--- config.mk ---
export PLATFORM = sky130hd
export DESIGN_NAME = dma_block_ctr
export DESIGN_NICKNAME = d
export VERILOG_FILES = /design/src/rtl/dma_block_ctr.sv
export SDC_FILE = /design/constraint.sdc
export NUM_CORES = 1
export LEC_CHECK = 0
export CORE_ASPECT_RATIO = 0.6
export CORE_MARGIN = 3
export CORE_UTILIZATION = 40
export DETAILED_ROUTE_END_ITERATION = 10
export PLACE_DENSITY = 0.8
export SYNTH_ARGS = -nofsm -noshare
export SYNTH_HDL_FRONTEND = slang
export SYNTH_SLANG_ARGS = --single-unit
--- constraint.sdc ---
create_clock -name clk -period 2.8 [get_ports clk]
set_input_delay 0.56 -clock clk [delete_from_list [all_inputs] [get_ports clk]]
set_output_delay 0.56 -clock clk [all_outputs]
set_load 0.01 [all_outputs]
--- src/rtl/dma_block_ctr.sv ---
// Single-channel block-transfer DMA controller.
// Copies dcount words from a source to a destination address over the shared
// bus, one read cycle then one write cycle per word, arbitrating with the CPU
// through the active-low breq_/bgrt_ handshake. Each side may increment or
// stay fixed (for I/O ports), and cycle-steal mode hands the bus back to the
// CPU for one cycle between words. eop_ pulses low once at the end.
module dma_block_ctr #(
  parameter int AW = 16,
  parameter int DW = 32,
  parameter int LW = 8
) (
  input  logic          clk,
  input  logic          reset,
  output logic [AW-1:0] addr,
  output logic [DW-1:0] odata,
  input  logic [DW-1:0] idata,
  output logic          rw_,
  output logic          breq_,
  input  logic          bgrt_,
  input  logic [AW-1:0] dsaddr,
  input  logic [AW-1:0] ddaddr,
  input  logic [LW-1:0] dlen,
  input  logic [2:0]    dmode,
  input  logic          dreq_,
  output logic          eop_,
  output logic          busy,
  output logic [LW-1:0] dcount
);

  typedef enum logic [2:0] {
    IDLE  = 3'd0,
    REQ   = 3'd1,
    READ  = 3'd2,
    WRITE = 3'd3,
    REL   = 3'd4,
    DONE  = 3'd5
  } state_t;

  state_t        state_reg, state_next;
  logic [AW-1:0] addr_reg, addr_next;
  logic [DW-1:0] odata_reg, odata_next;
  logic          rw_reg, rw_next;
  logic          breq_reg, breq_next;
  logic          eop_reg, eop_next;
  logic          busy_reg, busy_next;
  logic [LW-1:0] dcount_reg, dcount_next;
  logic [AW-1:0] src_reg, src_next;
  logic [AW-1:0] dst_reg, dst_next;
  logic [2:0]    mode_reg, mode_next;

  // State and every output register; reset drops any transfer in flight.
  always_ff @(posedge clk) begin
    if (reset) begin
      state_reg  <= IDLE;
      addr_reg   <= '0;
      odata_reg  <= '0;
      rw_reg     <= 1'b1;
      breq_reg   <= 1'b1;
      eop_reg    <= 1'b1;
      busy_reg   <= 1'b0;
      dcount_reg <= '0;
      src_reg    <= '0;
      dst_reg    <= '0;
      mode_reg   <= '0;
    end else begin
      state_reg  <= state_next;
      addr_reg   <= addr_next;
      odata_reg  <= odata_next;
      rw_reg     <= rw_next;
      breq_reg   <= breq_next;
      eop_reg    <= eop_next;
      busy_reg   <= busy_next;
      dcount_reg <= dcount_next;
      src_reg    <= src_next;
      dst_reg    <= dst_next;
      mode_reg   <= mode_next;
    end
  end

  // Next-state and next-output logic; everything holds unless a state changes it.
  always_comb begin
    state_next  = state_reg;
    addr_next   = addr_reg;
    odata_next  = odata_reg;
    rw_next     = rw_reg;
    breq_next   = breq_reg;
    eop_next    = eop_reg;
    busy_next   = busy_reg;
    dcount_next = dcount_reg;
    src_next    = src_reg;
    dst_next    = dst_reg;
    mode_next   = mode_reg;

    case (state_reg)
      IDLE: begin
        if (!dreq_) begin
          src_next    = dsaddr;
          dst_next    = ddaddr;
          dcount_next = dlen;
          mode_next   = dmode;
          busy_next   = 1'b1;
          if (dlen == '0) begin
            // Empty transfer: never touch the bus, just signal completion.
            eop_next   = 1'b0;
            state_next = DONE;
          end else begin
            breq_next  = 1'b0;
            state_next = REQ;
          end
        end
      end

      REQ: begin
        breq_next = 1'b0;
        if (!bgrt_) begin
          addr_next  = src_reg;
          rw_next    = 1'b1;
          state_next = READ;
        end
      end

      READ: begin
        // idata is captured at the end of the read cycle and becomes the write data.
        addr_next   = dst_reg;
        rw_next     = 1'b0;
        odata_next  = idata;
        dcount_next = dcount_reg - LW'(1);
        if (mode_reg[0]) src_next = src_reg + AW'(1);
        if (mode_reg[1]) dst_next = dst_reg + AW'(1);
        state_next  = WRITE;
      end

      WRITE: begin
        rw_next = 1'b1;
        if (dcount_reg == '0) begin
          eop_next   = 1'b0;
          breq_next  = 1'b1;
          state_next = DONE;
        end else if (mode_reg[2]) begin
          breq_next  = 1'b1;
          state_next = REL;
        end else if (!bgrt_) begin
          addr_next  = src_reg;
          state_next = READ;
        end else begin
          // Grant pulled mid-burst: keep requesting and resume at current src/dst.
          breq_next  = 1'b0;
          state_next = REQ;
        end
      end

      REL: begin
        // Bus released for exactly this one cycle before re-requesting.
        breq_next  = 1'b0;
        state_next = REQ;
      end

      DONE: begin
        // dreq_ is not looked at here, so a new start needs one more edge.
        eop_next   = 1'b1;
        busy_next  = 1'b0;
        state_next = IDLE;
      end

      default: begin
        state_next = IDLE;
      end
    endcase
  end

  assign addr   = addr_reg;
  assign odata  = odata_reg;
  assign rw_    = rw_reg;
  assign breq_  = breq_reg;
  assign eop_   = eop_reg;
  assign busy   = busy_reg;
  assign dcount = dcount_reg;

endmodule

==> metrics.md, run 1 <==
| Metric | Value |
|---|---|
| Hold path depth | 2 |
| GRT Max-Usage Layer | met1 |
| Die Y | 91.45 um |
| Via count | 5264 |
| Initial antenna violation count | 0 |
| CP arrival | 2.47 ns |
| Hold endpoint | odata[28] |
| Nets | 831 |
| Placed insts | 897 |
| Vias in the first global route | 4863 |
| Synthesized area | 0.004867 mm^2 |
| FMAX | 453.8 MHz |
| Initial core utilization | 41.96% |
| P_leak | 2.395 nW |
| Hold Vio Cnt, Final | 0 |
| # Post-CTS Setup Buffers | 0 |
| Max Clock Skew | 0.004399 ns |
| Register bit total from synthesis | 98 |
| Clock latency on the worst-skew pair | 0.35 ns |
| Largest register FFs | 32 |
| Overall Global Routing Usage | 22.94% |
| Final period utilization | 78.70% |
| Finished Layout Cells | 913 |
| Design Area, Final | 0.006746 mm^2 |
| WS Path Type | in2reg |
| Met3 Track Usage GR | 5.835% |
| Async S/R FF share, synth | 0% |
| Setup WS pre-CTS | 0.2436 ns |
| Diode count | 0 |
| Crit path launch type | primary input |
| Status | finished clean |
| Worst Tran Pin Value | 0.7072 ns |
| Largest net degree at the start of global routing | 66 |
| Ys flop type | dfxtp_1 |
| Buffers on Ports | 138 |
| Die Width | 148.4 um |
| First-pass GRT wire length | 25210 um |
| WHS | 0.4578 ns |
| IR drop worst, VDD | 0.3445 mV |
| Num CTS Buffers | 9 |
| Final setup fails | 0 |
| Rel. slew slack | 52.79% |
| Rows | 30 |
| CTS tree | yes |
| Cell variety after synth | 57 |
| Mean post-synth cell area | 7.775 um^2 |
| DPL Wire Length | 11660 um |
| HP Start | odata[28] |
| Final setup TNS | 0 ns |
| Slew Limit Fails | 0 |
| Area post-placement | 0.006434 mm^2 |
| Die area | 0.01357 mm^2 |
| Num ports | 139 |
| Max-cap violations | 0 |
| Hold buffers post-CTS | 0 |
| Mapped Nets | 709 |
| YS warnings | 0 |
| Setup WS post-layout | 0.5965 ns |
| Initial DRC Count | 557 |
| Met2 Use GR | 31.20% |
| Pwr dens | 745.6 mW/mm^2 |
| Post-CTS sizing | 0 |
| Core Area | 0.01160 mm^2 |
| GPL Wtd Cong | 0.9467 |
| Syn Inst Count | 626 |
| Worst-case reg-to-reg path depth | 6 |
| Reg clk slew, reported paths | 0.07 ns |
| Grt ovf | 0 |
| Share of post-route cells with drive strength above 1 | 7.437% |
| DRC Markers | 0 |
| RR Endpoint | addr[2] |
| Vias per inst | 5.766 |
| TritonRoute pass-1 iters | 5 |
| Fill cells | 1029 |
| H-tree Lvls | 3 |
| Area delta synth->final | 38.61% |
| Total Wirelength | 16080 um |
| Number of flops mapped to enable cells by yosys | 0 |
| Setup slack, reg-to-reg | 0.62 ns |
| Maximum fanout along the worst path | 7 |
| Hold WC Path Type | reg2reg |
| Longest Clk Path Bufs | 2 |
| Met1 Usage GRT | 35.70% |
| Sink Count | 98 |
| CP Data Required Time | 3.07 ns |
| Tmin final | 2.204 ns |
| RSZ-0062 raised after global routing | no |
| Remaining antenna violation count | 0 |
| Routed len/inst | 17.62 um |
| CTS root buf | clkbuf_16 |
| Critical Path Source | dreq_ |
| CP Capture Type | flip-flop |
| Post-synthesis sequential area ratio | 40.31% |
| Reg-to-reg startpoint | dcount[2] |
## cell type report
class / count / area [um^2] / area share, %
Multi-Input combinational cell: 472 / 2686 / 39.82
Inverter: 9 / 33.78 / 0.5007
Clock buffer: 10 / 239.0 / 3.542
Sequential cell: 98 / 1962 / 29.08
Timing Repair Buffer: 158 / 1551 / 23.00
Clock inverter: 6 / 73.82 / 1.094
Tap cell: 160 / 200.2 / 2.967
## how the worst max path moves through the flow
stage	to	slack [ns]
finish	dst_reg[13]	0.60
global route	dst_reg[12]	0.41
CTS	dst_reg[13]	0.61
detailed placement	dst_reg[13]	0.24
global placement	dst_reg[12]	0.31
floorplan	addr[10]	0.68
## logic make-up (layout without fill, tap and decap cells)
family          Yosys count  count (layout)  share of synthesized area [%]
compound gates          195             195                          26.07
xor+xnor                  1               1                         0.1800
fa+ha+maj                 4               4                          1.028
buf+inv                  56             183                          4.781
flops                    98              98                          40.31
mux                      14              14                          2.879
simple gates            258             258                          24.76
## metrics by stage
step                      utilization [%]  power, mW
final                               58.17      5.030
after detailed placement            55.47      3.721
after floorplan                         -      2.935
after CTS                           58.17      5.029
after global routing                58.17      5.306
after global placement              55.47      3.670
## Yosys cell counts, types with 6 or more instances
master / n / area, um^2
a21oi_1: 83 / 415.4
a311oi_1: 6 / 52.55
a22oi_1: 6 / 45.04
inv_1: 8 / 30.03
and2_1: 7 / 43.79
a211oi_2: 10 / 125.1
o21ai_0: 29 / 145.1
or4_1: 6 / 45.04
a211oi_1: 13 / 97.59
clkbuf_1: 36 / 135.1
nand3_1: 17 / 85.08
mux2i_1: 14 / 140.1
nor4_1: 6 / 37.54
and3_1: 10 / 62.56
nor2_1: 45 / 168.9
nor3_1: 16 / 80.08
a31oi_1: 6 / 37.54
dfxtp_1: 98 / 1962
buf_2: 6 / 30.03
nand2_1: 123 / 461.7
## where the power goes
group	internal, mW	switching (mW)	leakage (nW)
Sequential	1.65	0.302	0.802
Clock	0.729	0.571	0.147
Combinational	0.839	0.943	1.45
## cell usage in the layout, fill, tap and decap left out, types with 10 or more instances in the layout
master,Yosys,layout
a211oi_1,13,13
a211oi_2,10,10
a21oi_1,83,83
and3_1,10,10
buf_4,0,18
clkdlybuf4s50_1,0,137
dfxtp_1,98,98
mux2i_1,14,14
nand2_1,123,123
nand3_1,17,17
nor2_1,45,45
nor3_1,16,16
o21ai_0,29,29
## routing by layer
metal / routed length [um] / part of all wire (%)
met3: 1807 / 11
met1: 7704 / 48
met2: 6384 / 40
met4: 188 / 1.2
met5: 0 / 0
## worst max-delay path, stage by stage
cell and delay (ns):
clkdlybuf4s50_1 0.48, buf_4 0.19, or4_1 0.44, a2bb2oi_2 0.21, nand2_1 0.08, or4_1 0.41, o211ai_1 0.10
No activity file was read; power rests on OpenSTA's default activity.
==> run 2, diff against run 1 <==
- PLACE_DENSITY: 0.8 -> 0.83
- clock period: 2.8 -> 1.9 ns (I/O delays scaled with it)
==> run 2 against run 1 <==
Against the previous run: register-to-register slack worse by 0.64 ns; the flow now finishes with violations (setup timing); combinational power up 78%; sequential power up 44%; critical endpoint is now addr[1]; non-clock buffer count up 44; flip-flop and latch count unchanged; largest cell class unchanged.
==> metrics.md, run 2 (synthesized netlist as in run 1, its figures left out) <==
| Metric | Value |
|---|---|
| Vias in the first global route | 5130 |
| WS Path Type | reg2reg |
| Num ports | 139 |
| Total Wirelength | 16670 um |
| Total power after layout | 7.895 mW |
| RSZ-0062 raised after global routing | yes |
| Maximum fanout along the worst path | 16 |
| Rel. slew slack | 70.26% |
| HP Start | odata[9] |
| Finished Layout Cells | 957 |
| Placed insts | 941 |
| Hold path depth | 2 |
| Diode count | 0 |
| Clock latency on the worst-skew pair | 0.35 ns |
| FMAX | 521.5 MHz |
| Rows | 30 |
| CP arrival | 2.18 ns |
| First-pass GRT wire length | 26590 um |
| Vias per inst | 5.681 |
| CTS tree | yes |
| Buffers on Ports | 138 |
| Die Y | 91.45 um |
| Num CTS Buffers | 9 |
| GPL Wtd Cong | 0.9073 |
| Sink Count | 98 |
| Status | finished, violations left |
| Die area | 0.01357 mm^2 |
| TritonRoute pass-1 iters | 5 |
| Reg clk slew, reported paths | 0.07 ns |
| Remaining antenna violation count | 0 |
| Initial core utilization | 41.96% |
| Tmin final | 1.918 ns |
| Hold buffers post-CTS | 0 |
| Longest Clk Path Bufs | 2 |
| Core Area | 0.01160 mm^2 |
| Reg-to-reg startpoint | state_reg[2] |
| Commonest non-fill, non-tap cells in the layout | clkdlybuf4s50_1 (136), nand2_1 (123), dfxtp_1 (93) |
| H-tree Lvls | 3 |
| Worst-case reg-to-reg path depth | 6 |
| Initial antenna violation count | 0 |
| DPL Wire Length | 12200 um |
| P_leak | 2.667 nW |
| IR drop worst, VDD | 0.6063 mV |
| CP Data Required Time | 2.17 ns |
| Via count | 5437 |
| Setup WS post-layout | -0.01751 ns |
| Routed len/inst | 17.42 um |
| Final setup fails | 1 |
| RR Endpoint | addr[1] |
| Commonest non-fill, non-tap cell in the layout | clkdlybuf4s50_1 |
| Max Clock Skew | 0.01350 ns |
| Setup WS pre-CTS | -0.3858 ns |
| Overall Global Routing Usage | 24.17% |
| Grt ovf | 0 |
| Largest net degree at the start of global routing | 87 |
| Slew Limit Fails | 0 |
| Pwr dens | 1091 mW/mm^2 |
| Nets | 875 |
| Max-cap violations | 0 |
| Failing checks | setup timing |
| Worst Tran Pin Value | 0.4461 ns |
| Share of post-route cells with drive strength above 1 | 15.43% |
| Hold Vio Cnt, Final | 0 |
| Initial DRC Count | 674 |
| Area delta synth->final | 48.64% |
| Hold endpoint | odata[9] |
| DRC Markers | 0 |
| Largest register FFs | 32 |
| Fin util | 62.37% |
| Crit path launch type | flip-flop |
| Hold WC Path Type | reg2reg |
| Setup slack, reg-to-reg | -0.02 ns |
| CP Capture Type | flip-flop |
| Die Width | 148.4 um |
| CTS root buf | clkbuf_16 |
| Final period utilization | 100.9% |
## run 2: cell types whose count changed in the layout (fill, tap and decap cells not counted), sizes merged
cell	delta
clkinvlp	-2
dlymetal6s2s	+1
clkinv	+2
clkdlybuf4s50	-1
buf	+44
## run 2: final cells by class
type | instances | area, um^2
clock buffer | 10 | 239.0
fill | 952 | 4364
tap | 160 | 200.2
sequential | 98 | 1968
timing repair buffer | 202 | 1921
clock inverter | 6 | 83.83
multi-input combinational | 472 | 2789
inverter | 9 | 33.78
## run 2: worst max-delay path by stage
stage	cells past startpoint	to	slack (ns)	start
finish	6	addr[1]	-0.02	state_reg[2]
global route	5	addr[1]	-0.1	dcount[2]
CTS	5	addr[1]	-0.09	dcount[2]
detailed placement	6	src_reg[14]	-0.39	dreq_
global placement	6	src_reg[13]	-0.32	dreq_
floorplan	7	addr[10]	-0.13	dcount[5]
## run 2: timing repair
item	in CTS	in global routing
endpoints found under the hold margin	0	0
setup endpoints to repair	44	78
pin swaps	6	2
buffers inserted	1	0
gates resized for setup	17	14
## run 2: where the power goes
group          leakage, nW  switching, mW  internal [mW]
clock                0.158          0.850           1.09
sequential           0.804          0.368           2.43
combinational         1.71           1.62           1.54
## run 2: metrics by stage
stage	hold slack, ns	instance area, um^2	setup TNS (ns)
floorplan	0.4508	4900	-1.441
global placement	0.4398	6815	-8.671
detailed placement	0.4428	6815	-10.64
CTS	0.4589	7182	-0.7329
global route	0.4820	7234	-1.216
finish	0.4558	7234	-0.01751
## run 2: worst max-delay path, cell delays in order, from the launching register on
cell and delay (ns):
dfxtp_1 0.35, buf_4 0.20, nor2_1 0.33, a21boi_0 0.16, o21a_1 0.26, and2_4 0.27
a211oi_2 0.25
## run 2: routing by layer
layer  wire [um]  track usage (%)  vias to the layer above
li1            -                -                     2594
met1        7522            34.60                     2557
met2        7107            35.56                      273
met3        1907            7.781                       13
met4         135            4.996                        0
met5           0                0                        -
==> run 3, diff against run 2 <==
- CTS_CLUSTER_DIAMETER: default -> 80
- PLACE_DENSITY: 0.83 -> 0.8
- clock period: 1.9 -> 1.8 ns (I/O delays scaled with it)
==> run 3 against run 2 <==
Against the previous run: the run still ends with setup timing left; critical path type unchanged; highest routed layer unchanged; sequential share of layout area shrank 1.0 points; design area is 4.0% higher; worst setup slack got worse by 0.11 ns; clock skew shrank 0.0049 ns.
==> metrics.md, run 3 (synthesized netlist as in run 1, its figures left out) <==
| Metric | Value |
|---|---|
| Grt ovf | 0 |
| Diode count | 0 |
| Status | finished, violations left |
| Nets | 904 |
| Commonest non-fill, non-tap cells in the layout | clkdlybuf4s50_1 (136), nand2_1 (123), dfxtp_1 (91) |
| P_leak | 2.808 nW |
| CP Data Required Time | 2.06 ns |
| Initial DRC Count | 605 |
| DRC Markers | 0 |
| WS Path Type | reg2reg |
| CP arrival | 2.19 ns |
| Total power after layout | 8.657 mW |
| Rows | 30 |
| Hold Vio Cnt, Final | 0 |
| Max-cap violations | 0 |
| Vias per inst | 5.702 |
| Largest net degree at the start of global routing | 37 |
| Setup WS post-layout | -0.1255 ns |
| Design Area, Final | 0.007527 mm^2 |
| Area post-placement | 0.007033 mm^2 |
| Final setup fails | 17 |
| Sink Count | 98 |
| Reg-to-reg startpoint | dcount[5] |
| Slew Limit Fails | 0 |
| Worst path cell trace | or4_4 -> nor4b_4 -> o41ai_4 -> and2_4 -> buf_12 -> a211oi_4 |
| CP Capture Type | flip-flop |
| WHS | 0.4562 ns |
| Initial core utilization | 41.96% |
| Tmin final | 1.925 ns |
| H-tree Lvls | 3 |
| CTS root buf | clkbuf_16 |
| Commonest non-fill, non-tap cell in the layout | clkdlybuf4s50_1 |
| Net switching power figure | 3.066 mW |
| Hold buffers post-CTS | 0 |
| Largest register FFs | 32 |
| First-pass GRT wire length | 27030 um |
| Buffers on Ports | 138 |
| Area of the multi-input gates | 0.002849 mm^2 |
| Total Wirelength | 17390 um |
| RSZ-0062 raised after global routing | yes |
| Core Area | 0.01160 mm^2 |
| Routed len/inst | 17.63 um |
| Num ports | 139 |
| Slowest CP cell | or4_4 |
| Clock latency on the worst-skew pair | 0.34 ns |
| Num CTS Buffers | 9 |
| Critical Path Source | dcount[5] |
| Hold WC Path Type | reg2reg |
| Overall Global Routing Usage | 24.75% |
| Die Y | 91.45 um |
| Share of post-route cells with drive strength above 1 | 19.49% |
| TritonRoute pass-1 iters | 8 |
| Die area | 0.01357 mm^2 |
| Failing checks | setup timing |
| Pwr dens | 1150 mW/mm^2 |
| Reg power frac | 33.8% |
| GPL Wtd Cong | 0.9326 |
| Fill cells | 916 |
| Crit path launch type | flip-flop |
| Vias in the first global route | 5226 |
| HP Start | odata[11] |
| CTS tree | yes |
| DPL Wire Length | 13030 um |
| Longest Clk Path Bufs | 2 |
| Max Clock Skew | 0.008626 ns |
| Die Width | 148.4 um |
| Maximum fanout along the worst path | 16 |
| Int Power | 5.590 mW |
| Switching Fraction | 35.42% |
| Rel. slew slack | 70.51% |
| IR drop worst, VDD | 0.6042 mV |
| Final setup TNS | -1.739 ns |
| Combinational fraction of design power | 42.1% |
| Reg clk slew, reported paths | 0.07 ns |
| Via count | 5622 |
| Initial antenna violation count | 0 |
| Reg area | 0.001971 mm^2 |
| Area delta synth->final | 54.65% |
| Final period utilization | 107.0% |
| Worst path max stage delay | 0.55 ns |
| FMAX | 519.3 MHz |
| Worst Tran Pin Value | 0.4301 ns |
| Remaining antenna violation count | 0 |
| Clk pwr share | 24.0% |
==> run 3: cell types whose count changed in the layout (fill, tap and decap cells not counted), sizes merged <==
cell / delta
clkinvlp: +1
bufinv: +1
clkinv: -1
dlymetal6s2s: -1
buf: +29
dlygate4sd2: +1
inv: -1
==> run 3: worst paths after layout <==
path | to | slack, ns | cells after the start
min reg2reg | odata[11] | 0.46 | 2
max reg2reg | addr[3] | -0.13 | 6
max | addr[3] | -0.13 | 6
min | odata[11] | 0.46 | 2
==> run 3: per-layer routing <==
metal / share of wire [%] / wire [um] / track usage (%) / vias to the layer above
met5: 0 / 0 / 0 / -
met4: 0.86 / 149 / 5.073 / 0
met1: 45 / 7865 / 36.51 / 2622
met3: 12 / 2147 / 7.731 / 21
met2: 42 / 7225 / 35.26 / 330
li1: - / - / - / 2649
==> run 3: repair_timing <==
action | 4_1_cts | 5_1_grt
gates resized for setup | 22 | 22
setup buffers | 3 | 1
cloned | 1 | 0
endpoints found under the setup margin | 33 | 44
pin swaps | 8 | 5
==> run 3: through the flow <==
stage                     setup slack, ns  util, %  cells
after detailed placement          -0.4195    60.64    967
after global placement            -0.4197    60.64    967
final                             -0.1255    64.90    986
after CTS                         -0.1949    64.06    986
after floorplan                   -0.2337        -    626
after global routing              -0.1910    64.90    986
==> run 3: power by group through the flow <==
stage | registers (mW) | clock network [mW] | logic (mW)
after floorplan | 2.99 | 0 | 1.66
after global placement | 2.92 | 0 | 3.26
after detailed placement | 2.95 | 0 | 3.36
after CTS | 2.91 | 2.10 | 3.50
after global routing | 2.97 | 2.19 | 3.90
final | 2.93 | 2.08 | 3.65
==> run 3: layout make-up <==
| class | count | area share (%) |
|---|---|---|
| Clock buffer | 10 | 3.042 |
| Clock inverter | 6 | 1.197 |
| Inverter | 9 | 0.4488 |
| Multi-Input combinational cell | 472 | 37.85 |
| Sequential cell | 98 | 26.18 |
| Tap cell | 160 | 2.660 |
| Timing Repair Buffer | 231 | 28.62 |
==> run 3: worst max-delay path, delay by kind of cell (launching register included) <==
| family | cells | cell delay, ns |
|---|---|---|
| flops | 1 | 0.32 |
| compound gates | 2 | 0.32 |
| buf+inv | 1 | 0.15 |
| simple gates | 3 | 1.03 |
